**src/rtl/if_fetch.sv**
```systemverilog
// if_fetch: instruction-fetch front end with single-outstanding imem requests, skid buffer and branch redirect
module if_fetch #(
  parameter int ADDR_W = 16,
  parameter int INST_W = 16,
  parameter logic [ADDR_W-1:0] RESET_PC = '0
) (
  input  logic              clk,
  input  logic              rst,
  output logic              imem_req_o,
  output logic [ADDR_W-1:0] imem_addr_o,
  input  logic              imem_ack_i,
  input  logic [INST_W-1:0] imem_data_i,
  input  logic              stall_i,
  input  logic              branch_i,
  input  logic [ADDR_W-1:0] branch_target_i,
  output logic              id_valid_o,
  output logic [ADDR_W-1:0] id_pc_o,
  output logic [INST_W-1:0] id_inst_o
);
  typedef enum logic [1:0] {IDLE, FETCH, HOLD, DRAIN} state_t;
  state_t            state;
  logic [ADDR_W-1:0] pc, redir, skid_pc;
  logic [INST_W-1:0] skid_inst;
  logic              ack, slot_free;
  // an ack only counts while a request is actually outstanding
  assign ack       = imem_req_o & imem_ack_i;
  assign slot_free = ~id_valid_o | ~stall_i;
  // fetch FSM; every output is a register updated here
  always_ff @(posedge clk or negedge rst) begin
    if (!rst) begin
      state       <= IDLE;
      pc          <= RESET_PC;
      redir       <= '0;
      skid_pc     <= '0;
      skid_inst   <= '0;
      imem_req_o  <= 1'b0;
      imem_addr_o <= '0;
      id_valid_o  <= 1'b0;
      id_pc_o     <= '0;
      id_inst_o   <= '0;
    end else if (branch_i) begin
      id_valid_o <= 1'b0;
      skid_pc    <= '0;
      skid_inst  <= '0;
      if (imem_req_o && !imem_ack_i) begin
        redir <= branch_target_i;
        state <= DRAIN;
      end else begin
        pc          <= branch_target_i;
        imem_addr_o <= branch_target_i;
        imem_req_o  <= 1'b1;
        state       <= FETCH;
      end
    end else begin
      case (state)
        IDLE: begin
          imem_req_o  <= 1'b1;
          imem_addr_o <= pc;
          state       <= FETCH;
        end
        FETCH: begin
          if (ack && slot_free) begin
            id_inst_o   <= imem_data_i;
            id_pc_o     <= imem_addr_o;
            id_valid_o  <= 1'b1;
            pc          <= imem_addr_o + 1'b1;
            imem_addr_o <= imem_addr_o + 1'b1;
          end else if (ack) begin
            skid_inst  <= imem_data_i;
            skid_pc    <= imem_addr_o;
            pc         <= imem_addr_o + 1'b1;
            imem_req_o <= 1'b0;
            state      <= HOLD;
          end else if (id_valid_o && !stall_i) begin
            id_valid_o <= 1'b0;
          end
        end
        HOLD: begin
          if (!stall_i) begin
            id_inst_o   <= skid_inst;
            id_pc_o     <= skid_pc;
            id_valid_o  <= 1'b1;
            skid_pc     <= '0;
            skid_inst   <= '0;
            imem_req_o  <= 1'b1;
            imem_addr_o <= pc;
            state       <= FETCH;
          end
        end
        default: begin
          if (ack) begin
            pc          <= redir;
            imem_addr_o <= redir;
            state       <= FETCH;
          end
        end
      endcase
    end
  end
endmodule

```
**config.mk**
```make
export PLATFORM = sky130hd
export DESIGN_NAME = if_fetch
export DESIGN_NICKNAME = d
export VERILOG_FILES = /design/src/rtl/if_fetch.sv
export SDC_FILE = /design/constraint.sdc
export NUM_CORES = 1
export LEC_CHECK = 0
export ABC_CLOCK_PERIOD_IN_PS = 2300
export BUFFER_PORTS_ARGS = -buffer_cell sky130_fd_sc_hd__buf_2
export CAP_MARGIN = 25
export CORE_ASPECT_RATIO = 0.8
export CORE_UTILIZATION = 30
export CTS_CLUSTER_SIZE = 16
export DETAILED_ROUTE_END_ITERATION = 10
export GPL_TIMING_DRIVEN = 0
export PLACE_DENSITY = 0.58
export REMOVE_ABC_BUFFERS = 1
export SYNTH_ARGS = -nofsm -noshare
export SYNTH_HDL_FRONTEND = slang
export SYNTH_SLANG_ARGS = --single-unit
```
**constraint.sdc**
```tcl
create_clock -name clk -period 2.3 [get_ports clk]
set_input_delay 0.23 -clock clk [delete_from_list [all_inputs] [get_ports clk]]
set_output_delay 0.23 -clock clk [all_outputs]
set_load 0.03 [all_outputs]
```
; Yosys cells after proc, flatten, opt, wreduce, memory -nomap -nowiden
; Cells that the tools add are included.
[op_classes]
reduce_logical = 22
bitwise = 5
eq_ne = 12
muxes = 43
n_addsub = 1
[op_table]
columns = cell, n
row1 = $mux W16, 19
row2 = $pmux W16 S2, 5
row3 = $pmux W16 S3, 1
row4 = $reduce_and A4 Y1, 6
row5 = $add A16 B1 Y16 const B, 1
row6 = $mux W2, 6
row7 = $ne A3 B3 Y1 const B, 4
row8 = $mux W1, 9
row9 = $reduce_bool A3 Y1, 3
row10 = $ne A4 B4 Y1 const B, 2
row11 = $reduce_bool A4 Y1, 2
row12 = $ne A2 B2 Y1 const B, 3
row13 = $pmux W2 S3, 1
row14 = $reduce_and A5 Y1, 1
row15 = $reduce_bool A5 Y1, 1
row16 = $logic_and A1 B1 Y1, 3
row17 = $not A1 Y1, 3
row18 = $pmux W1 S3, 1
row19 = $eq A2 B1 Y1 const B, 1
row20 = $eq A2 B2 Y1 const B, 1
row21 = $logic_not A1 Y1, 2
row22 = $logic_not A2 Y1, 1
row23 = $ne A2 B1 Y1 const B, 1
row24 = $pmux W1 S2, 1
row25 = 5 further kinds, 5
[word_totals]
elab_cells = 93
out_inout_bits = 50
in_bits = 37
regBits = 116

; Depth between registers and ports, before layout
; Gate-level depths: netlist (run 1).
[logic_depth]
word_depth = 7
mapped_depth = 8
depth_no_buf = 7

; Least setup slack after synthesis (run 1)
; Ideal clock, no wire load.
[synth_path]
kind = reg-to-reg
from = reg imem_addr_o[0]
to = reg imem_addr_o[12]
stages_incl_launch_ff = 6
setup_time_ps = 122
synth_period_minus_slack_ps = 2118
slack_ps = 182
required_time_ps = 2178
t_arrival_ps = 1997
n_path_buf = 0
cell_sequence = dfrtp_1 > ha_1 > nand4_2 > or4_4 > a31o_1 > a32o_1
[synth_via]
elab_chain_len = 4
[synth_rtl]
columns = item, line
row1 = from (decl), 10  ; output logic [ADDR_W-1:0] imem_addr_o,
row2 = from (signal assigned), 50  ; imem_addr_o <= branch_target_i;
row3 = from (signal assigned), 58  ; imem_addr_o <= pc;
row4 = from (signal assigned), 67  ; imem_addr_o <= imem_addr_o + 1'b1;
row5 = $add A16 B1 Y16, 67
row6 = $mux W16, 62  ; if (ack && slot_free) begin
row7 = $pmux W16 S3, 55  ; case (state)
row8 = $mux W16, 41  ; end else if (branch_i) begin
; Every way passes these cells. The select of a mux whose other input is x is not followed.
; A chain may end at the register's enable or synchronous reset.

; Final worst setup path (run 1)
[layout_path]
from = reg state[0]
to = reg imem_addr_o[13]
[layout_via]
elab_chain_len = 3
word_cells_on_any_way = 9
cone_classes = 4 x eq/ne / 2 x mux / 3 x reduce/logical
[layout_rtl]
columns = item, line
row1 = from (decl), 21  ; state_t state;
row2 = from (signal assigned), 31  ; state <= IDLE;
row3 = from (signal assigned), 47  ; state <= DRAIN;
row4 = from (signal assigned), 52  ; state <= FETCH;
row5 = $eq A2 B1 Y1 (tied with other cells), 55
row6 = $ne A3 B3 Y1 (no line) (tied with other cells), --
row7 = $reduce_and A4 Y1 (no line) or $mux W16 (tied branches), --
; Several ways; a longest one is shown, not always the timed one.

==> results of run 1 <==
[worst max-delay path: cells and delay by family, from the launching register on]
kind / cells / cell delay (ns)
compound gates: 5 / 0.97
fa+ha+maj: 1 / 0.19
buf+inv: 3 / 0.49
flops: 1 / 0.40
[power breakdown]
| group | internal [µW] | switching (µW) | total [µW] |
|---|---|---|---|
| Combinational | 1910 | 3230 | 5140 |
| Sequential | 2860 | 726 | 3580 |
| Clock | 1820 | 968 | 2790 |
| Total | 6590 | 4920 | 11500 |
[layer usage]
| metal | global-route usage | routed length (µm) | vias to the layer above |
|---|---|---|---|
| li1 | - | - | 2452 |
| met1 | 0.2348 | 8061 | 2422 |
| met2 | 0.2552 | 7228 | 165 |
| met3 | 0.04191 | 1206 | 11 |
| met4 | 0.04482 | 80 | 0 |
| met5 | 0 | 0 | - |
[registers in the layout, indices dropped and copies added (netlist names)]
register     flops
state            2
skid_pc         16
skid_inst       16
imem_req_o       1
redir           16
imem_addr_o     16
id_valid_o       1
id_inst_o       16
id_pc_o         16
pc              16
[timing repair]
item | in CTS | in global routing
resized for setup | 16 | 8
setup endpoints to repair | 115 | 57
buffers inserted | 12 | 7
gates cloned | 1 | 0
hold endpoints to repair | 40 | 0
pin swaps | 5 | 2
hold buffers | 1 | 0
[cells in the mapped netlist, types with 3 or more instances]
cell | n | area share
a21o_1 | 3 | 0.0038
inv_1 | 10 | 0.0063
buf_1 | 4 | 0.0025
o31ai_1 | 11 | 0.014
or2_2 | 5 | 0.0052
o31a_1 | 3 | 0.0044
o22ai_1 | 3 | 0.0031
o21ai_0 | 56 | 0.047
and3_1 | 5 | 0.0052
buf_2 | 14 | 0.012
mux2_2 | 19 | 0.036
xor2_1 | 5 | 0.0073
nor2b_1 | 3 | 0.0031
dfrtp_1 | 116 | 0.48
o21ai_1 | 9 | 0.0075
nor3b_1 | 3 | 0.0038
nand3_1 | 6 | 0.0050
mux2i_1 | 35 | 0.058
a31oi_1 | 3 | 0.0031
a222oi_1 | 3 | 0.0050
nor2_1 | 68 | 0.043
nand2b_1 | 4 | 0.0042
ha_1 | 5 | 0.010
a21oi_1 | 60 | 0.050
xnor2_1 | 6 | 0.0088
o211ai_1 | 3 | 0.0038
clkbuf_1 | 27 | 0.017
nand2_1 | 95 | 0.060
nor3_1 | 6 | 0.0050
a22oi_1 | 5 | 0.0063
a221oi_1 | 10 | 0.015
[through the flow]
step,TNS [ns],cell area [µm²],hold WS [ns]
CTS,-0.01921,7531,0.05777
detailed placement,-73.50,6699,0.1816
finish,0,7617,0.07776
global route,0,7615,0.06510
floorplan,-167.12,5796,-0.06559
global placement,-442.60,6549,0.4544
[area by class of cell]
cell class	count	area [µm²]	share of cell area
repair buffers	113	720.7	0.09461
flip-flops and latches	116	2907	0.3816
multi-input cells	472	2989	0.3924
clock inverters	11	150.1	0.01971
inverters	10	45.04	0.005913
clock buffers	21	480.5	0.06307
well taps	258	322.8	0.04238
diodes	1	2.502	0.0003285
[layout by cell type, fill, tap and decap left out, types with 4 or more instances in the layout]
master and instances:
o21ai_1 8, nor3_1 5, xor2_1 5, clkinvlp_4 7, nand2_1 95, or2_2 5
a221oi_1 10, o31ai_1 10, and3_1 4, dfrtp_1 113, buf_2 84, inv_1 8
mux2i_1 35, clkbuf_16 17, buf_6 4, a22oi_1 5, nand3_1 6, a21oi_1 58
nor2_1 67, buf_4 19, o21ai_0 56, mux2_2 19, nand2b_1 4, clkbuf_8 4
xnor2_1 6
[logic make-up (layout without fill, tap and decap cells)]
group,count (synthesis),count (layout),synth area share
compound gates,188,189,0.1928
xor+xnor,11,11,0.01608
fa+ha+maj,5,5,0.01044
buf+inv,56,155,0.03865
flops,116,116,0.4846
mux,54,54,0.09421
other cells,0,1,0
simple gates,213,213,0.1631
[final timing paths]
| check | startpoint | to | slack, ns | depth (start not counted) |
|---|---|---|---|---|
| worst max register to register | state[0] | imem_addr_o[13] | 0.13 | 9 |
| worst max-delay path | state[0] | imem_addr_o[13] | 0.13 | 9 |
| worst min-delay path | branch_target_i[4] | redir[4] | 0.08 | 2 |
| max in group asynchronous | rst | imem_addr_o[1] | 1.22 | 3 |
| min in group asynchronous | rst | id_pc_o[11] | 0.31 | 2 |
| worst min register to register | pc[6] | pc[6] | 0.47 | 2 |
==> flow_summary.yaml, run 1 <==
final_layout:
  area_delta_synth_final_pct: 27.18
  layout.nets: 772
  drive_gt1_frac: 0.2705
  utilization: 0.3956
  final_cells: 1002
  fillerInstances: 1930
sta:
  maxSlewHeadroom: 0.4555
  drv_slew: 0
  tightestPinTransition_ns: 0.8148
  min_period_ns: 2.173
  fin_ws_ns: 0.1273
  finalSetupViolCount: 0
  finalCritPeriodShare: 0.9446
  rsz0062_at_grt: "no"
  max_freq_mhz: 460.3
  finalHoldViolCount: 0
  skew_ns: 0.01227
floorplanning:
  rows: 45
  ios: 87
  die_w_um: 160.0
  core_area_um2: 19260
  die_height_um: 128.4
  die-area_um2: 20540
  initial_utilization: 0.3110
drt:
  drt_iter0_drc: 366
  wl_um: 16580
  first_pass_iters: 8
  post_drt_via_cell_ratio: 5.040
  dr_total_vias: 5050
  drc: 0
  drtAntennaViolNets: 0
  avgRoutedWirePerCell_um: 16.54
setup_path:
  path_class: "register to register"
  slowest_stage: "dfrtp_2"
  worstPathArrival_ns: 2.47
  crit_chain: "clkinvlp_4, ha_4, buf_12, a21oi_2, o31a_1, a21boi_4, buf_12, a31o_1, a22o_1"
  cp.required_ns: 2.59
  crit_path_frequent_cell: "buf_12"
  crit_path_start_kind: "register"
  cp_max_fo: 27
  end_kind: "register"
  critical-path-max-stage-delay_ns: 0.40
grt:
  grt_antenna_before_repair: 2
  grt_start_max_net_pins: 77
  grt_pass1_wl_um: 27060
  overflow: 0
  grt_pass1_vias: 4905
  track_usage: 0.1668
clock_tree:
  cts_buffer_depth: 2
  cts_tree: "yes"
  cts_num_sinks: 116
  numCtsBuffers: 17
  ctsRootBufferMaster: "clkbuf_16"
  cts_htree_levels: 4
  clk_pin_slew_ns: 0.06
  clock_latency_ns: 0.40
pwr:
  ir_drop_mv: 0.5854
  power.density_nw_per_um2: 1511
  p_leak_uw: 0.003214
  finalPower_uw: 11510
placement:
  place_hpwl_um: 10380
  pre_cts_ws_ns: -0.9828
  place_congestion: 0.8204
  dp_cells: 948
  io_buffers: 86
logic_synthesis:
  yosysSeqAreaShare: 0.4846
  async_reset_ff_frac: 1.000
  syn_area_um2: 5989
  ys_seq_elements: 116
  synth_flop_cell: "dfrtp_1"
  postSynthCellCount: 643
  ys_warn_count: 0
  synth.distinct_cells: 59
  syn_area_per_cell_um2: 9.315
  synth_edf_count: 0
min_path:
  hold_path.class: "primary input to register"
run_status:
  status: "completed"
flow_run:
  drv_cap: 0
(Power assumes the default switching activity.)
==> run 2: changes to the inputs <==
--- a/config.mk
+++ b/config.mk
@@ -13,7 +13,7 @@
 export CTS_CLUSTER_SIZE = 16
 export DETAILED_ROUTE_END_ITERATION = 10
 export GPL_TIMING_DRIVEN = 0
-export PLACE_DENSITY = 0.58
+export PLACE_DENSITY = 0.47
 export REMOVE_ABC_BUFFERS = 1
 export SYNTH_ARGS = -nofsm -noshare
 export SYNTH_HDL_FRONTEND = slang
==> run 2 against run 1 <==
  * The flow now finishes with violations (setup timing)
  * Combinational power is essentially flat
  * Die area is the same
  * Routed wire length grew 8.4%
==> flow_summary.yaml, run 2 (synthesis results as in run 1) <==
run_status:
  status: "complete, but fails checks"
  violations: "setup timing"
flow_run:
  drv_cap: 0
clock_tree:
  cts_htree_levels: 4
  cts_num_sinks: 116
  cts_tree: "yes"
  numCtsBuffers: 17
  ctsRootBufferMaster: "clkbuf_16"
  cts_buffer_depth: 2
  clk_pin_slew_ns: 0.06
  clock_latency_ns: 0.41
sta:
  fin_setup_tns_ns: -0.03091
  drv_slew: 0
  fin_ws_ns: -0.02048
  skew_ns: 0.008930
  finalCritPeriodShare: 1.009
  finalHoldViolCount: 0
  finalSetupViolCount: 2
  maxSlewHeadroom: 0.4938
  whs_ns: 0.06583
  tightestPinTransition_ns: 0.7594
  rsz0062_at_grt: "yes"
  min_period_ns: 2.320
  max_freq_mhz: 430.9
final_layout:
  final_cell_mix: "113 x dfrtp_1, 95 x nand2_1, 84 x buf_2, 67 x nor2_1, 59 x a21oi_1"
  layout.nets: 768
  final_common_cell: "dfrtp_1"
  fillerInstances: 1935
  area_delta_synth_final_pct: 26.45
  multi_input_area_um2: 3000
  n_antenna_cell: 0
  drive_gt1_frac: 0.2629
  fin_area_um2: 7574
  seq_area_um2: 2907
placement:
  place_hpwl_um: 11140
  io_buffers: 86
  place_area_um2: 6723
  pre_cts_ws_ns: -0.8002
  place_congestion: 0.7783
min_path:
  hold_path.class: "primary input to register"
  min-delay-start: "branch_target_i[4]"
pwr:
  p_sw_frac: 0.4353
  seqPwrFrac: 0.317
  p_switching_uw: 4975
  p_int_uw: 6453
  ir_drop_mv: 0.5326
  power.density_nw_per_um2: 1509
  p_leak_uw: 0.003186
  power.share.clock: 0.230
  p_comb_frac: 0.452
setup_path:
  path_class: "register to register"
  cp.required_ns: 2.59
  cp_max_fo: 13
  r2r-start: "state[0]"
  end_kind: "register"
  slowest_stage: "dfrtp_2"
  worstPathArrival_ns: 2.61
  startpoint: "state[0]"
  crit_chain: "clkinvlp_4, ha_4, a21oi_1, o31a_1, a21boi_4, buf_4, a31o_1, a32o_1"
  critical-path-max-stage-delay_ns: 0.48
  crit_path_start_kind: "register"
drt:
  drc: 0
  drt_iter0_drc: 331
  post_drt_via_cell_ratio: 5.160
  avgRoutedWirePerCell_um: 18.05
  first_pass_iters: 5
  dr_total_vias: 5139
  wl_um: 17980
  drtAntennaViolNets: 0
grt:
  grt_pass1_vias: 5052
  overflow: 0
  grt_pass1_wl_um: 28190
  grt_start_max_net_pins: 94
  grt_antenna_before_repair: 0
  track_usage: 0.1794
floorplanning:
  die_w_um: 160.0
  die_height_um: 128.4
  rows: 45
  ios: 87
  initial_utilization: 0.3110
  die-area_um2: 20540
  core_area_um2: 19260
[run 2: power by group through the flow]
stage,Sequential [µW],Clock (µW),Combinational (µW)
CTS,3620,2700,5060
finish,3630,2630,5170
global route,3750,2800,5630
detailed placement,3620,0,4800
global placement,3580,0,4590
floorplan,4290,0,2440
[run 2: area by class of cell]
class / instances / area share
well taps: 258 / 0.04262
repair buffers: 108 / 0.09334
flip-flops and latches: 116 / 0.3838
multi-input cells: 473 / 0.3962
inverters: 10 / 0.006443
clock buffers: 23 / 0.06443
clock inverters: 8 / 0.01322
[run 2: final timing paths]
check | endpoint | slack [ns] | cells past startpoint
setup / recovery | imem_addr_o[12] | -0.02 | 8
hold / removal | redir[4] | 0.07 | 2
setup reg to reg | imem_addr_o[12] | -0.02 | 8
hold reg to reg | skid_inst[3] | 0.48 | 2
max in group asynchronous | imem_addr_o[1] | 1.28 | 3
min in group asynchronous | id_pc_o[13] | 0.25 | 2
[run 2: what timing repair did]
item | CTS | global route
hold buffers | 1 | 0
hold endpoints to repair | 23 | 0
setup endpoints to repair | 114 | 77
cloned | 1 | 1
gates resized for setup | 21 | 6
buffers inserted | 8 | 5
pin swaps | 4 | 2
[run 2: critical path, delay by kind of cell, from the launching register on]
family / cells / cell delay [ns]
DFF: 1 / 0.48
buffers and inverters: 2 / 0.37
AOI/OAI and AO/OA: 5 / 1.07
adders and majority gates: 1 / 0.28
[run 2: per-stage QoR]
step	power (µW)	cells	utilization
floorplan	6739	597	-
global placement	8166	941	0.3401
detailed placement	8419	949	0.3491
finish	11430	996	0.3933
CTS	11380	990	0.3895
global route	12180	996	0.3933
[run 2: routing by layer]
layer  global-route usage  routed length [µm]
met2               0.2803                8119
met4              0.07003                 302
met3              0.04417                1101
met1               0.2405                8453
met5                    0                   0
==> run 3: changes to the inputs <==
--- a/config.mk
+++ b/config.mk
@@ -6,14 +6,15 @@
 export NUM_CORES = 1
 export LEC_CHECK = 0
 export ABC_CLOCK_PERIOD_IN_PS = 2300
-export BUFFER_PORTS_ARGS = -buffer_cell sky130_fd_sc_hd__buf_2
 export CAP_MARGIN = 25
 export CORE_ASPECT_RATIO = 0.8
 export CORE_UTILIZATION = 30
 export CTS_CLUSTER_SIZE = 16
 export DETAILED_ROUTE_END_ITERATION = 10
+export DONT_BUFFER_PORTS = 1
 export GPL_TIMING_DRIVEN = 0
-export PLACE_DENSITY = 0.47
+export PLACE_DENSITY = 0.44
+export RECOVER_POWER = 50
 export REMOVE_ABC_BUFFERS = 1
 export SYNTH_ARGS = -nofsm -noshare
 export SYNTH_HDL_FRONTEND = slang
==> run 3 against run 2 <==
  * Sequential cell count unchanged
  * The flow finishes with violations (hold timing)
  * Largest cell class unchanged
  * Die area stayed put
  * Worst hold slack got worse by 0.55 ns
  * Clock-buffer cell count is 2 lower
  * Non-clock buffer count fell by 49
  * Fmax grew 3.9%
==> flow_summary.yaml, run 3 (synthesis results as in run 1) <==
run_status:
  status: "complete, but fails checks"
  violations: "hold timing"
setup_path:
  crit_buf_inv: 2
  cp_max_fo: 7
  slowest_stage: "dfrtp_2"
  crit_path_start_kind: "register"
  cp.required_ns: 2.60
  critical-path-max-stage-delay_ns: 0.42
  crit_chain: "clkinvlp_4, buf_4, ha_1, o31ai_2, o31ai_1, a31o_1, a22o_1"
  path_class: "register to register"
  end_kind: "register"
  worstPathArrival_ns: 2.53
  cp_top_family: "compound AO/OA/AOI/OAI gates"
drt:
  drtAntennaViolNets: 0
  drc: 0
  wl_um: 18760
  avgRoutedWirePerCell_um: 19.83
  post_drt_via_cell_ratio: 5.322
  dr_total_vias: 5035
  drt_iter0_drc: 376
  first_pass_iters: 5
final_layout:
  n_antenna_cell: 0
  final_common_cell: "dfrtp_1"
  drive_gt1_frac: 0.1802
  layout.nets: 718
  fillerInstances: 1927
  final_cell_mix: "104 x dfrtp_1, 95 x nand2_1, 67 x nor2_1, 58 x a21oi_1, 55 x o21ai_0"
  multi_input_area_um2: 3002
  area_delta_synth_final_pct: 25.65
  final_cells: 946
  seq_area_um2: 2920
pwr:
  p_leak_uw: 0.003009
  ir_drop_mv: 0.4882
  power.density_nw_per_um2: 1504
clock_tree:
  cts_num_sinks: 116
  cts_htree_levels: 4
  cts_tree: "yes"
  postCtsHoldBufs: 33
  cts_buffer_depth: 2
  clock_latency_ns: 0.41
  clk_pin_slew_ns: 0.06
  numCtsBuffers: 17
  ctsRootBufferMaster: "clkbuf_16"
grt:
  grt_pass1_vias: 5034
  grt_antenna_before_repair: 0
  grt_start_max_net_pins: 117
  track_usage: 0.1850
  overflow: 0
  grt_pass1_wl_um: 28870
floorplanning:
  initial_utilization: 0.3110
  die_w_um: 160.0
  die-area_um2: 20540
  rows: 45
  core_area_um2: 19260
  ios: 87
  die_height_um: 128.4
placement:
  io_buffers: 0
  place_congestion: 0.7821
  place_hpwl_um: 11020
  dp_cells: 863
sta:
  rsz0062_at_grt: "yes"
  whs_ns: -0.4880
  skew_ns: 0.006051
  finalSetupViolCount: 0
  finalHoldViolCount: 116
  maxSlewHeadroom: 0.3491
  drv_slew: 0
  min_period_ns: 2.233
  finalCritPeriodShare: 0.9709
  fin_setup_tns_ns: 0
  max_freq_mhz: 447.8
  tightestPinTransition_ns: 0.9740
flow_run:
  drv_cap: 0
min_path:
  hold_path.class: "primary input to async pin"
[run 3: power by group]
group / total, µW / internal, µW / switching [µW]
logic: 4050 / 1760 / 2290
registers: 4590 / 2860 / 1730
clock network: 2680 / 1740 / 931
[run 3: per-stage QoR]
stage / setup slack (ns) / instance area (µm²) / total power, µW / util
2_1_floorplan: -3.144 / 5796 / 6739 / -
3_3_place_gp: -6.483 / 6118 / 7735 / 0.3177
3_5_place_dp: -1.006 / 6270 / 7998 / 0.3256
4_1_cts: -0.02547 / 7385 / 11120 / 0.3835
5_1_grt: -0.05046 / 7526 / 12000 / 0.3908
6_report: 0.06683 / 7526 / 11320 / 0.3908
[run 3: worst register-to-register path, stage by stage (launching register included)]
cell and delay [ns]:
dfrtp_2 0.42, clkinvlp_4 0.13, buf_4 0.19, ha_1 0.35
o31ai_2 0.41, o31ai_1 0.18, a31o_1 0.23, a22o_1 0.22
[run 3: final timing paths]
check / startpoint / to / slack [ns] / cells past startpoint
hold / removal: rst / id_pc_o[13] / -0.49 / 0
hold reg to reg: skid_inst[0] / skid_inst[0] / 0.48 / 2
min in group clk: branch_target_i[8] / imem_addr_o[8] / 0.03 / 2
setup reg to reg: state[0] / imem_addr_o[13] / 0.07 / 7
setup / recovery: state[0] / imem_addr_o[13] / 0.07 / 7
max in group asynchronous: rst / imem_addr_o[5] / 2.63 / 0
[run 3: cell type report]
| cell class | instances | share of cell area |
|---|---|---|
| well taps | 258 | 0.04289 |
| inverters | 10 | 0.006484 |
| repair buffers | 59 | 0.08512 |
| clock buffers | 21 | 0.06118 |
| clock inverters | 10 | 0.01746 |
| flip-flops and latches | 116 | 0.3880 |
| multi-input cells | 472 | 0.3988 |
[run 3: repair_timing]
action,CTS,global route
endpoints found under the hold margin,157,116
pin swaps,3,4
setup endpoints to repair,114,88
setup buffers,10,6
cloned,1,2
resized for setup,26,13
[run 3: routing by layer]
metal | vias up | global-route usage | routed length (µm)
met5 | - | 0 | 0
met2 | 176 | 0.2772 | 8232
li1 | 2353 | - | -
met4 | 0 | 0.07003 | 296
met3 | 25 | 0.04932 | 1281
met1 | 2481 | 0.2555 | 8948
